File: src/rtl/ga25_pkg.sv
// Shared types and defaults for the GA25 tile-fetch arbitration logic.
package ga25_pkg;

    typedef enum logic {
        ARB_IDLE,
        ARB_WAIT
    } arb_state_t;

    localparam int GA25_SDR_AW = 22;
    localparam int GA25_SDR_DW = 32;

    // Round-robin pointer width; a single channel still needs one bit.
    function automatic int ptr_w(input int n);
        return (n > 1) ? $clog2(n) : 1;
    endfunction

endpackage

File: src/rtl/ga25_rr_pick.sv
// Combinational round-robin picker: first pending index at or after ptr, wrapping.
module ga25_rr_pick
    import ga25_pkg::*;
#(
    parameter  int NUM_REQ = 3,
    localparam int PW      = ptr_w(NUM_REQ)
) (
    input  logic [NUM_REQ-1:0] pend,
    input  logic [PW-1:0]      ptr,
    output logic [PW-1:0]      grant,
    output logic               valid
);

    // NOTE: every output gets a default before the search so no latch is inferred.
    always_comb begin
        grant = '0;
        valid = 1'b0;
        // First pass covers ptr..NUM_REQ-1, second pass wraps to 0..ptr-1.
        for (int i = 0; i < NUM_REQ; i++) begin
            if (!valid && pend[i] && (PW'(i) >= ptr)) begin
                valid = 1'b1;
                grant = PW'(i);
            end
        end
        for (int i = 0; i < NUM_REQ; i++) begin
            if (!valid && pend[i]) begin
                valid = 1'b1;
                grant = PW'(i);
            end
        end
    end

endmodule

File: src/rtl/ga25_sdr_arbiter.sv
// Shares one SDRAM read port between the tile-layer fetchers, one outstanding read at a time.
module ga25_sdr_arbiter
    import ga25_pkg::*;
#(
    parameter int NUM_REQ = 3,
    parameter int AW      = GA25_SDR_AW,
    parameter int DW      = GA25_SDR_DW
) (
    input  logic                  clk,
    input  logic                  reset,
    input  logic [NUM_REQ-1:0]    ch_req,
    input  logic [NUM_REQ*AW-1:0] ch_addr,
    output logic [NUM_REQ*DW-1:0] ch_data,
    output logic [NUM_REQ-1:0]    ch_rdy,
    output logic [NUM_REQ-1:0]    ch_ovr,
    input  logic                  ovr_clr,
    output logic                  mem_req,
    output logic [AW-1:0]         mem_addr,
    input  logic                  mem_rdy,
    input  logic [DW-1:0]         mem_data
);

    localparam int PW = ptr_w(NUM_REQ);

    arb_state_t          state, state_nxt;
    logic [NUM_REQ-1:0]  pend;
    logic [AW-1:0]       paddr [NUM_REQ];
    logic [NUM_REQ-1:0]  grant_mask;
    logic [NUM_REQ-1:0]  ret_mask;
    logic [NUM_REQ-1:0]  ovr_set;
    logic [PW-1:0]       rr_ptr;
    logic [PW-1:0]       gsel;
    logic [PW-1:0]       pick_idx;
    logic [PW-1:0]       ptr_nxt;
    logic [AW-1:0]       pick_addr;
    logic                pick_vld;
    logic                grant_go;
    logic                ret_go;

    ga25_rr_pick #(.NUM_REQ(NUM_REQ)) u_pick (
        .pend  (pend),
        .ptr   (rr_ptr),
        .grant (pick_idx),
        .valid (pick_vld)
    );

    // NOTE: sequential state uses non-blocking assignments so every flop samples pre-edge values.
    always_ff @(posedge clk or posedge reset) begin
        if (reset) begin
            state <= ARB_IDLE;
        end else begin
            state <= state_nxt;
        end
    end

    always_comb begin
        state_nxt = state;
        grant_go  = 1'b0;
        ret_go    = 1'b0;
        unique case (state)
            ARB_IDLE: begin
                if (pick_vld) begin
                    grant_go  = 1'b1;
                    state_nxt = ARB_WAIT;
                end
            end
            ARB_WAIT: begin
                if (mem_rdy) begin
                    ret_go    = 1'b1;
                    state_nxt = ARB_IDLE;
                end
            end
            default: state_nxt = ARB_IDLE;
        endcase
    end

    always_comb begin
        grant_mask = '0;
        ret_mask   = '0;
        pick_addr  = paddr[0];
        for (int i = 0; i < NUM_REQ; i++) begin
            grant_mask[i] = grant_go && (pick_idx == PW'(i));
            ret_mask[i]   = ret_go && (gsel == PW'(i));
            if (pick_idx == PW'(i)) begin
                pick_addr = paddr[i];
            end
        end
        // A slot granted this very edge hands off its old address, so a re-request is not an overrun.
        ovr_set = ch_req & pend & ~grant_mask;
        ptr_nxt = (pick_idx == PW'(NUM_REQ - 1)) ? '0 : pick_idx + PW'(1);
    end

    always_ff @(posedge clk or posedge reset) begin
        if (reset) begin
            pend   <= '0;
            ch_ovr <= '0;
        end else begin
            for (int i = 0; i < NUM_REQ; i++) begin
                if (ch_req[i]) begin
                    pend[i] <= 1'b1;
                end else if (grant_mask[i]) begin
                    pend[i] <= 1'b0;
                end
            end
            // A fresh overrun outranks a same-cycle clear.
            ch_ovr <= (ovr_clr ? '0 : ch_ovr) | ovr_set;
        end
    end

    // NOTE: pending addresses are only read while their pend bit is set, so they carry no reset.
    always_ff @(posedge clk) begin
        for (int i = 0; i < NUM_REQ; i++) begin
            if (ch_req[i]) begin
                paddr[i] <= ch_addr[i*AW +: AW];
            end
        end
    end

    always_ff @(posedge clk or posedge reset) begin
        if (reset) begin
            mem_req  <= 1'b0;
            mem_addr <= '0;
            gsel     <= '0;
            rr_ptr   <= '0;
        end else if (grant_go) begin
            mem_req  <= 1'b1;
            mem_addr <= pick_addr;
            gsel     <= pick_idx;
            rr_ptr   <= ptr_nxt;
        end else if (ret_go) begin
            mem_req  <= 1'b0;
        end
    end

    always_ff @(posedge clk or posedge reset) begin
        if (reset) begin
            ch_data <= '0;
            ch_rdy  <= '0;
        end else begin
            ch_rdy <= ret_mask;
            for (int i = 0; i < NUM_REQ; i++) begin
                if (ret_mask[i]) begin
                    ch_data[i*DW +: DW] <= mem_data;
                end
            end
        end
    end

endmodule
File: config.mk
export PLATFORM = sky130hd
export DESIGN_NAME = ga25_sdr_arbiter
export DESIGN_NICKNAME = d
export VERILOG_FILES = /design/src/rtl/ga25_pkg.sv /design/src/rtl/ga25_rr_pick.sv /design/src/rtl/ga25_sdr_arbiter.sv
export SDC_FILE = /design/constraint.sdc
export NUM_CORES = 1
export LEC_CHECK = 0
export CORE_MARGIN = 2
export CORE_UTILIZATION = 51
export CTS_CLUSTER_SIZE = 24
export DETAILED_ROUTE_END_ITERATION = 8
export HOLD_SLACK_MARGIN = 0.02
export PLACE_DENSITY = 0.83
export SKIP_LAST_GASP = 1
export SLEW_MARGIN = 20
export SYNTH_ARGS = -nofsm -noshare
export SYNTH_HDL_FRONTEND = slang
export SYNTH_SLANG_ARGS = --single-unit
File: constraint.sdc
create_clock -name clk -period 15 [get_ports clk]
set_input_delay 3.75 -clock clk [delete_from_list [all_inputs] [get_ports clk]]
set_output_delay 3.75 -clock clk [all_outputs]
set_load 0.02 [all_outputs]
# Yosys cells after proc, flatten, opt, wreduce, memory -nomap -nowiden
# Memories as Yosys holds them, arrays and structs flattened.
# Cells that the tools add are included.
# word_totals
register_bits,133
ram_bits,66
output_inout_bits,125
word_cells,87
n_memories,1
# op_classes
addsub,1
n_lt_le_gt_ge,3
n_eq_ne,4
n_mux,35
bitwise,5
n_reduce_logical,25
# mem_list
name,depth,word_bits,rd,rd_ports_with_merged_regs,write_ports,line_no,source
paddr,3,22,3,0,3,ga25_sdr_arbiter.sv:27,logic [AW-1:0] paddr [NUM_REQ];
# ops
cell,n
2-to-1 mux 22 bit,2
2-to-1 mux 1 bit,26
logical AND 1 bit,14
2-to-1 mux 2 bit,5
nonzero test 2 bit,4
bitwise AND 3 bit,2
logical NOT 1 bit,5
equality test 2 x 1 -> 1 bit (second input constant),2
equality test 2 bit (second input constant),2
greater-or-equal comparator 1 x 2 -> 1 bit (first input constant),2
logical NOT 2 bit,2
2-to-1 mux 3 bit,1
NOT 3 bit,1
bitwise OR 3 bit,1
adder 2 x 1 -> 2 bit (second input constant),1
greater-or-equal comparator 2 bit (first input constant),1
one-hot mux 1 bit (2 select lines),1
NOT 1 bit,1

# Longest topological paths before layout
# Gate-level depths: netlist of run 1.
# depth
ltp_word,26
ltp_mapped,6
ltp_nobuf,3

# Modules after synthesis
# Synthesis of run 1 repeated with hierarchy kept, for this count alone.
# unflattened
cells_unflattened,448
area_unflattened_um2,7678.6
# modules_own_cells
mod,n_inst,cells_each,area_each_um2
ga25_sdr_arbiter,1,440,7627.3
ga25_rr_pick,1,8,51.3

# Least setup slack after synthesis of run 1
# Ideal clock, no wire load.
# synth_path
kind,input -> register
start,in mem_rdy
end,reg ch_data[0]
setup_ns,0.125
t_arrival_ns,4.563
t_required_ns,14.875
slack_ns,10.312
stages,4
n_path_buf,1
path_cell_list,nand2_2 -> nor3_4 -> buf_6 -> mux2_2
# synth_between
elab_chain_cells,3
# synth_rtl
item,line_no,source
from (decl),ga25_sdr_arbiter.sv:19,"input logic mem_rdy,"
2-to-1 mux 1 bit,ga25_sdr_arbiter.sv:68,if (mem_rdy) begin
2-to-1 mux 1 bit,ga25_sdr_arbiter.sv:60,unique case (state)
logical AND 1 bit,ga25_sdr_arbiter.sv:83,ret_mask[i] = ret_go && (gsel == PW'(i));
"to (signal, indexed assignment)",ga25_sdr_arbiter.sv:143,ch_data[i*DW +: DW] <= mem_data;
to (decl),ga25_sdr_arbiter.sv:13,"output logic [NUM_REQ*DW-1:0] ch_data,"
# Every way passes these cells.
# A chain may end at the register's enable or synchronous reset.

# Worst setup path after layout of run 1
# layout_path
start,reg ch_ovr[1]
end,out ch_ovr[1]
# layout_rtl
item,line_no,source
from (decl),ga25_sdr_arbiter.sv:15,"output logic [NUM_REQ-1:0] ch_ovr,"
from (signal assigned),ga25_sdr_arbiter.sv:106,ch_ovr <= (ovr_clr ? '0 : ch_ovr) | ovr_set;
# No word-level cell between the ends.

==> results.md, run 1 <==
- Reg clk slew, reported paths: 70 ps
- Syn_nets: 631
- Fmax: 0.191 GHz
- Ant. Diodes: 0
- Worst Hold Class: flop to flop
- Mapped Cells: 526
- Max incr delay on CP: 630 ps
- Final wirelength: 19.6 mm
- Setup crit start kind: flop
- Grt ovf: 0
- Die H: 129 µm
- Clock root buffer: clkbuf_16
- Power Dens Cells: 208 mW/mm²
- Crit path kind: flop to primary output
- Netlist cell types: 38
- Via count: 5,604
- Tightest Pin Transition: 1090 ps
- Largest net degree at the start of global routing: 69
- Mapped Area: 0.00797 mm²
- Synth top area share: 41.7%
- Critical path cell sequence: clkdlybuf4s50_1
- CP max FO: 2
- Final Net Count: 844
- Final setup vio count: 0
- Stages on the worst setup path: 1
- Starting Density: 52.3%
- P&R area growth vs syn: 38.5%
- Synth Register Bits: 199
- Row cnt: 45
- First-pass DRT Iterations: 7
- RSZ-0062 raised after global routing: no
- CP bufs+invs: 1
- Layout cells sized above 1: 19.7%
- Relative slew slack: 26.8%
- Routed Antenna Nets: 0
- Post-Place Cells: 931
- Post-CTS Resized: 0
- Maxcap violations: 0
- Crit end category: primary output
- Max-slew violation count: 0
- Initial antenna violation count: 0
- Final clock skew: 8.64 ps
- Sequential element share of the synthesized area: 66.6%
- Postcts setup bufs: 0
- Worst r2r path cells: 3
- All-Layer GR Usage: 23.9%
- Clk_lat worst skew: 440 ps
- First-pass GRT wire length: 30.4 mm
- Synth warn: 0
- Detail Placement HPWL: 13.6 mm
- Hold depth: 1
- Post-route DRC: 0
- Outcome: finished clean
- Fin crit share: 34.9%
- Num CTS Buffers: 17
- Vias per inst: 5.82
- Final hold violation count: 0
- Critical path's top delay family: buffers and inverters
- Min cycle time layout: 5240 ps
- Die X: 129 µm
- Slowest CP cell: clkdlybuf4s50_1
- Static Leak: 4.43 nW
- Non-filler cells, final: 963
- Setup TNS: 0 ps
- Vias in the first global route: 5,815
- CTS tree: yes
- Worst Path Arrival: 1490 ps
- Dominant cells by area after synthesis: dfrtp_1, edfxtp_1, mux2_2, o2111ai_1, and3b_1
- Hold_buf cts: 0
- Synth Area per Inst: 15.2 µm²
- Worst vdd ir: 0.103 mV
- CP required: 11,250 ps
- H-Tree Depth: 4
- CORE AREA: 0.0153 mm²
- PortBufs: 229
- Wirelength per Cell: 20.4 µm
- Die ar.: 0.0166 mm²
- Gpl congestion: 0.870
- Dominant cell type by area after synthesis: dfrtp_1
- IO Count: 230
- Clock Sinks: 199
- DRT iter0 DRCs: 557
- CTS max path bufs: 2
==> stage by stage <==
stage	hold slack [ps]	setup WS, ps	power, mW	util (%)	cell area [µm²]
after CTS	507	9760	2.31	72.4	11000
after detailed placement	491	9280	1.80	68.0	10400
after global placement	487	9360	1.77	68.0	10400
after floorplan	483	7700	1.34	-	7970
after global routing	515	9530	2.40	72.4	11000
final	505	9760	2.30	72.4	11000
==> kinds of logic after synthesis <==
group | after synthesis | share of synthesized area, %
multiplexers | 96 | 13.6
buffers and inverters | 51 | 3.17
AO/OA/AOI/OAI | 108 | 10.2
AND/OR/NAND/NOR | 72 | 6.50
flip-flops | 199 | 66.6
==> final timing paths <==
| check | from | slack (ps) | end |
|---|---|---|---|
| max in group asynchronous | reset | 9840 | ch_data[3] |
| worst max register to register | rr_ptr[0] | 12410 | ch_ovr[2] |
| min in group asynchronous | reset | 3840 | ch_data[85] |
| worst max-delay path | ch_ovr[1] | 9760 | ch_ovr[1] |
| worst min register to register | ch_data[95] | 510 | ch_data[95] |
| worst min-delay path | ch_data[95] | 510 | ch_data[95] |
==> power breakdown <==
part / switching, mW / internal, mW
combinational: 0.445 / 0.462
clock: 0.202 / 0.299
sequential: 0.138 / 0.750
total: 0.785 / 1.51
==> routing by layer <==
layer | global-route usage, % | vias up | routed length, µm
met4 | 8.18 | 0 | 288
li1 | - | 2464 | -
met5 | 0 | - | 0
met2 | 40.4 | 353 | 9840
met3 | 6.32 | 27 | 1700
met1 | 30.3 | 2760 | 7790
==> layout by cell type (no fill, tap or decap), types with 16 or more instances in the layout <==
cell type,Yosys,final
and3b_1,16,16
clkdlybuf4s50_1,0,228
dfrtp_1,133,133
mux2_2,96,96
o21ai_0,27,27
nand4_1,22,22
clkbuf_16,0,20
edfxtp_1,66,66
o2111ai_1,44,44
o31ai_1,17,17
and2_1,16,16
==> Yosys cell counts, drive strengths merged <==
master	instances
a211oi	1
a21boi	1
a21o	3
a21oi	2
a32o	3
and2	16
and2b	1
and3b	16
buf	24
clkbuf	20
clkinv	1
dfrtp	133
edfxtp	66
inv	6
mux2	96
nand2	4
nand2b	1
nand3b	1
nand4	22
nand4b	2
nor2	3
nor2b	3
nor3	2
nor3b	1
o2111ai	44
o211ai	2
o21a	1
o21ai	28
o311ai	6
o31ai	17
==> flip-flops by register name, indices dropped and copies added, names as in the netlist <==
register	flops
ch_data	96
ch_ovr	3
ch_rdy	3
gsel	2
mem_addr	22
mem_req	1
paddr	66
pend	3
rr_ptr	2
state	1
==> cell type report <==
class	instances	area, µm²
Sequential cell	199	5310
Fill cell	990	4210
Multi-Input combinational cell	276	2420
Timing Repair Buffer	238	2350
Clock buffer	21	514
Tap cell	211	264
Clock inverter	11	153
Inverter	7	28.8
(Power assumes the default switching activity.)
==> inputs of run 2 (changes only) <==
--- a/config.mk
+++ b/config.mk
@@ -6,11 +6,11 @@
 export NUM_CORES = 1
 export LEC_CHECK = 0
 export CORE_MARGIN = 2
-export CORE_UTILIZATION = 51
+export CORE_UTILIZATION = 48
 export CTS_CLUSTER_SIZE = 24
 export DETAILED_ROUTE_END_ITERATION = 8
 export HOLD_SLACK_MARGIN = 0.02
-export PLACE_DENSITY = 0.83
+export PLACE_DENSITY = 0.79
 export SKIP_LAST_GASP = 1
 export SLEW_MARGIN = 20
 export SYNTH_ARGS = -nofsm -noshare
==> constraint.sdc (replaced) <==
create_clock -name clk -period 5 [get_ports clk]
set_input_delay 1.25 -clock clk [delete_from_list [all_inputs] [get_ports clk]]
set_output_delay 1.25 -clock clk [all_outputs]
set_load 0.02 [all_outputs]
==> run 2 against run 1 <==
  * Global-route usage is 1.8 points lower
  * Final cell count grew 1.1%
  * Critical path depth is the same
  * Flip-flop and latch count unchanged
  * Critical path type unchanged
  * First-iteration DRC count down 44%
  * Die area is 6.1% higher
  * Hold slack worse by 1.5 ps
  * Routed wire length decreased by 2.7%
  * Non-clock buffer count up 2
==> results.md, run 2 (same netlist as run 1, synthesis figures left out) <==
- Via count: 5,479 (-2.2%)
- Final hold violation count: 0 (unchanged)
- Worst r2r path cells: 3 (unchanged)
- Most common cell after layout, fill and taps aside: clkdlybuf4s50_1
- All-Layer GR Usage: 22.1% (-1.8 points)
- Worst Hold Class: flop to flop
- Hold_buf cts: 0 (unchanged)
- Routed Antenna Nets: 0 (unchanged)
- Worst Setup SP: ch_ovr[1]
- Detail Placement HPWL: 13.3 mm (-2.1%)
- Max incr delay on CP: 630 ps (about the same)
- Num CTS Buffers: 17 (unchanged)
- Die X: 133 µm (+3.0%)
- CP max FO: 2 (unchanged)
- Largest net degree at the start of global routing: 67 (-2.9%)
- Worst reg2reg setup slack: 2440 ps (-9970 ps)
- Power Dens Cells: 615 mW/mm² (+200%)
- Slowest CP cell: clkdlybuf4s50_1
- First-pass DRT Iterations: 5 (-2)
- Post-CTS Resized: 0 (unchanged)
- Top flop regs: ch_data x96, paddr x66, mem_addr x22
- Clock root buffer: clkbuf_16
- PortBufs: 229 (unchanged)
- Met3 track demand over resource: 5.02% (-1.3 points)
- Critical path's top delay family: buffers and inverters
- First-pass GRT wire length: 30.4 mm (-0.23%)
- Vias per inst: 5.63 (-3.3%)
- Wirelength per Cell: 19.6 µm (-3.8%)
- Layout cells sized above 1: 19.8% (+0.080 points)
- Row cnt: 47 (+4.4%)
- FF/Latch Area: 0.00531 mm² (unchanged)
- Fin crit share: 54.3%
- Fmax: 0.368 GHz
- Tot Pwr: 6.79 mW (+200%)
- Vias in the first global route: 5,529 (-4.9%)
- Global-route track usage on met2: 35.6% (-4.8 points)
- Top reg by flops: ch_data
- Most frequent cells in the layout: clkdlybuf4s50_1, dfrtp_1, mux2_2
- RSZ-0062 raised after global routing: no
- Fill cell count: 1,108 (+12%)
- Worst setup path endpoint: ch_ovr[1]
- Starting Density: 48.6% (-3.7 points)
- Max reg flops: 96 (unchanged)
- Worst Path Arrival: 1470 ps (-20 ps)
- Post-layout util: 67.3% (-5.1 points)
- CORE AREA: 0.0164 mm² (+7.5%)
- Clk_lat worst skew: 430 ps (about the same)
- Crit end category: primary output
- Die ar.: 0.0177 mm² (+6.1%)
- Multi-input logic area: 0.00241 mm² (-0.26%)
- Final setup vio count: 0 (unchanged)
- Reg clk slew, reported paths: 70 ps (about the same)
- Gpl congestion: 0.848 (-2.5%)
- Outcome: finished clean
- Tightest Pin Transition: 1070 ps (-21.2 ps)
- Setup TNS: 0 ps (unchanged)
- Final clock skew: 5.79 ps (-2.85 ps)
- Min cycle time layout: 2720 ps
- Grt ovf: 0 (unchanged)
- P&R area growth vs syn: 38.4% (about the same)
- Crit path kind: flop to primary output
- Relative slew slack: 28.2% (+1.4 points)
- CP bufs+invs: 1 (unchanged)
- Post-route DRC: 0 (unchanged)
- CTS tree: yes
- FF-to-FF Start: rr_ptr[0]
- Setup crit start kind: flop
- Met1 Use GR: 29.6% (-0.67 points)
- Stages on the worst setup path: 1 (unchanged)
- Die H: 133 µm (+3.0%)
- Maxcap violations: 0 (unchanged)
- DRT iter0 DRCs: 312 (-44%)
- CTS max path bufs: 2 (unchanged)
- Worst reg2reg endpoint: mem_addr[16]
- Final wirelength: 19.1 mm (-2.7%)
- Most Used Layer, Global Route: met2
- Worst vdd ir: 0.313 mV (+200%)
- Critical path cell sequence: clkdlybuf4s50_1
- Max-slew violation count: 0 (unchanged)
- Initial antenna violation count: 0 (unchanged)
- Postcts setup bufs: 0 (unchanged)
- Clock Sinks: 199 (unchanged)
- H-Tree Depth: 4 (unchanged)
- Ant. Diodes: 0 (unchanged)
- Final Net Count: 846 (+0.24%)
- Static Leak: 4.43 nW (about the same)
- IO Count: 230 (unchanged)
- CP required: 3750 ps (-7500 ps)
==> run 2: routing by layer <==
| metal | wire [µm] | vias up |
|---|---|---|
| met3 | 1520 | 33 |
| li1 | - | 2452 |
| met4 | 373 | 0 |
| met2 | 9280 | 287 |
| met5 | 0 | - |
| met1 | 7910 | 2707 |
==> run 2: worst min-delay path by stage <==
stage / startpoint / endpoint / slack, ps / cells past startpoint
after floorplan: paddr[0][22] / mem_addr[0] / 480 / 2
after global placement: mem_req / mem_req / 480 / 1
after detailed placement: ch_data[67] / ch_data[67] / 490 / 1
after CTS: ch_data[67] / ch_data[67] / 510 / 1
after global routing: ch_data[1] / ch_data[1] / 520 / 1
final: ch_data[67] / ch_data[67] / 500 / 1
==> run 2: cell type report <==
type / instances / area share (%)
inverter: 7 / 0.261
timing repair buffer: 240 / 21.5
clock buffer: 24 / 4.84
tap: 220 / 2.49
clock inverter: 8 / 0.963
multi-input combinational: 276 / 21.9
sequential: 199 / 48.1
==> run 2: metrics by stage <==
| step | instances | hold slack [ps] | worst slack (ps) | instance area [µm²] |
|---|---|---|---|---|
| finish | 974 | 504 | 2280 | 11000 |
| floorplan | 526 | 483 | 196 | 7970 |
| detailed placement | 942 | 491 | 1940 | 10400 |
| CTS | 974 | 508 | 2270 | 11000 |
| global placement | 942 | 477 | 1990 | 10400 |
| global route | 974 | 521 | 2250 | 11000 |
==> run 2: power breakdown <==
group / total, mW / switching, mW / internal (mW)
Clock: 1.44 / 0.588 / 0.855
Combinational: 2.71 / 1.32 / 1.39
Sequential: 2.64 / 0.388 / 2.25
==> inputs of run 3 (changes only) <==
==> constraint.sdc (replaced) <==
create_clock -name clk -period 2.8 [get_ports clk]
set_input_delay 0.7 -clock clk [delete_from_list [all_inputs] [get_ports clk]]
set_output_delay 0.7 -clock clk [all_outputs]
set_load 0.02 [all_outputs]
==> run 3 against run 2 <==
  * Combinational power grew 83%
  * Final cell count grew 0.92%
  * Global-route usage shrank 0.25 points
  * Critical path depth grew 3
  * First-iteration DRC count grew 46%
  * Total power grew 76%
  * Clock power grew 64%
  * Critical endpoint is now mem_addr[18]
==> results.md, run 3 (same netlist as run 1, synthesis figures left out) <==
- Die H: 133 µm (unchanged)
- Max reg flops: 96 (unchanged)
- Post-CTS Resized: 0 (unchanged)
- Via count: 5,623 (+2.6%)
- Relative slew slack: 33.1% (+4.9 points)
- Row cnt: 47 (unchanged)
- Top flop regs: ch_data x96, paddr x66, mem_addr x22
- Postcts setup bufs: 0 (unchanged)
- Final wirelength: 19.1 mm (+0.11%)
- Worst Hold Class: flop to flop
- IO Count: 230 (unchanged)
- Maxcap violations: 0 (unchanged)
- Static Leak: 4.47 nW (+0.93%)
- Min cycle time layout: 2210 ps
- Vias in the first global route: 5,529 (unchanged)
- Hold WS: 497 ps (-6.55 ps)
- All-Layer GR Usage: 21.8% (-0.25 points)
- RSZ-0062 raised after global routing: no
- First-pass GRT wire length: 30.0 mm (-1.1%)
- CP bufs+invs: 1 (unchanged)
- Final setup vio count: 0 (unchanged)
- Worst vdd ir: 0.554 mV (+77%)
- PortBufs: 229 (unchanged)
- Most frequent cells in the layout: clkdlybuf4s50_1, dfrtp_1, mux2_2
- Crit end category: flop
- Most common cell after layout, fill and taps aside: clkdlybuf4s50_1
- CTS tree: yes
- Worst Path Arrival: 2480 ps (+1010 ps)
- FF/Latch Area: 0.00531 mm² (unchanged)
- Fill cell count: 1,084 (-2.2%)
- P&R area growth vs syn: 39.5%
- Fmax: 0.453 GHz
- Non-filler cells, final: 983 (+0.92%)
- Tightest Pin Transition: 1000 ps (-72.4 ps)
- Initial antenna violation count: 0 (unchanged)
- CP max FO: 24 (+22)
- Wirelength per Cell: 19.4 µm (-0.81%)
- DP Worst Slack: 512 ps (-1430 ps)
- Vias per inst: 5.72 (+1.7%)
- Reg clk slew, reported paths: 70 ps (about the same)
- Setup TNS: 0 ps (unchanged)
- Num CTS Buffers: 17 (unchanged)
- Die ar.: 0.0177 mm² (unchanged)
- First-pass DRT Iterations: 5 (unchanged)
- Max-slew violation count: 0 (unchanged)
- Post-Place Cells: 951 (+0.96%)
- Outcome: finished clean
- Multi-input logic area: 0.00242 mm² (+0.26%)
- Setup crit start kind: flop
- Detail Placement HPWL: 13.4 mm (+0.80%)
- Clock root buffer: clkbuf_16
- Layout cells sized above 1: 20.7% (+0.95 points)
- H-Tree Depth: 4 (unchanged)
- Critical path cell sequence: nor2_1 -> buf_4 -> o311ai_0 -> nand4_1
- Final Net Count: 855 (+1.1%)
- Final clock skew: 7.55 ps (+1.76 ps)
- Clk_lat worst skew: 430 ps (about the same)
- Crit path kind: flop to flop
- Final hold violation count: 0 (unchanged)
- Power Dens Cells: 1080 mW/mm² (+75%)
- Max incr delay on CP: 800 ps (+170 ps)
- Top reg by flops: ch_data
- CP required: 3080 ps (-670 ps)
- Largest net degree at the start of global routing: 52 (-22%)
- Critical path's top delay family: flip-flops
- Fin crit share: 78.8%
- Final setup margin: 595 ps (-1690 ps)
- Hold_buf cts: 0 (unchanged)
- Ant. Diodes: 0 (unchanged)
- Die X: 133 µm (unchanged)
- Gpl congestion: 0.870 (+2.6%)
- Post-route DRC: 0 (unchanged)
- Slowest CP cell: dfrtp_1
- CTS max path bufs: 2 (unchanged)
- Routed Antenna Nets: 0 (unchanged)
- Grt ovf: 0 (unchanged)
- CORE AREA: 0.0164 mm² (unchanged)
- Starting Density: 48.6% (unchanged)
- Clock Sinks: 199 (unchanged)
- DRT iter0 DRCs: 456 (+46%)
## run 3: cell types whose count changed in the layout (fill, tap and decap cells not counted), sizes merged
cell | before | now
buf | 12 | 20
clkbuf | 24 | 18
inv | 8 | 11
clkinv | 5 | 7
clkinvlp | 0 | 2
bufinv | 2 | 1
clkdlybuf4s50 | 228 | 229
## run 3: per-layer routing
metal	GRT usage, %	part of all wire [%]	wire length, µm	vias to the layer above
li1	-	-	-	2481
met1	28.8	41	7890	2771
met2	35.8	49	9340	333
met3	5.86	8.4	1600	38
met4	6.63	1.5	278	0
met5	0	0	0	-
## run 3: metrics by stage
stage	util (%)	instance area, µm²	total power, mW
3_3_place_gp	64.3	10500	9.53
5_1_grt	67.8	11100	12.5
6_report	67.8	11100	12.0
3_5_place_dp	64.3	10500	9.67
4_1_cts	67.8	11100	12.0
2_1_floorplan	-	7980	7.20
## run 3: worst paths after layout
path / from / end / slack (ps) / cells past startpoint
worst max-delay path: pend[0] / mem_addr[18] / 590 / 4
worst min-delay path: mem_req / mem_req / 500 / 1
worst max register to register: pend[0] / mem_addr[18] / 590 / 4
worst min register to register: mem_req / mem_req / 500 / 1
max in group asynchronous: reset / ch_data[50] / 1490 / 3
min in group asynchronous: reset / ch_data[89] / 670 / 2
## run 3: worst reg2reg max path: cells and delay by family, from the launching register on
family / cells / cell delay, ps
buffers and inverters: 1 / 280
AO/OA/AOI/OAI: 1 / 450
flip-flops: 1 / 800
AND/OR/NAND/NOR: 2 / 530
## run 3: final cells by class
cell class / count / share of cell area [%]
clock buffer: 18 / 4.05
clock inverter: 14 / 1.08
inverter: 7 / 0.270
multi-input combinational: 276 / 21.8
sequential: 199 / 47.7
tap: 220 / 2.47
timing repair buffer: 249 / 22.6
## run 3: report_power, final
part / switching, mW / internal (mW) / leakage [nW]
clock: 1.08 / 1.29 / 0.287
combinational: 2.44 / 2.53 / 1.95
sequential: 0.634 / 4.02 / 2.24
total: 4.15 / 7.83 / 4.47
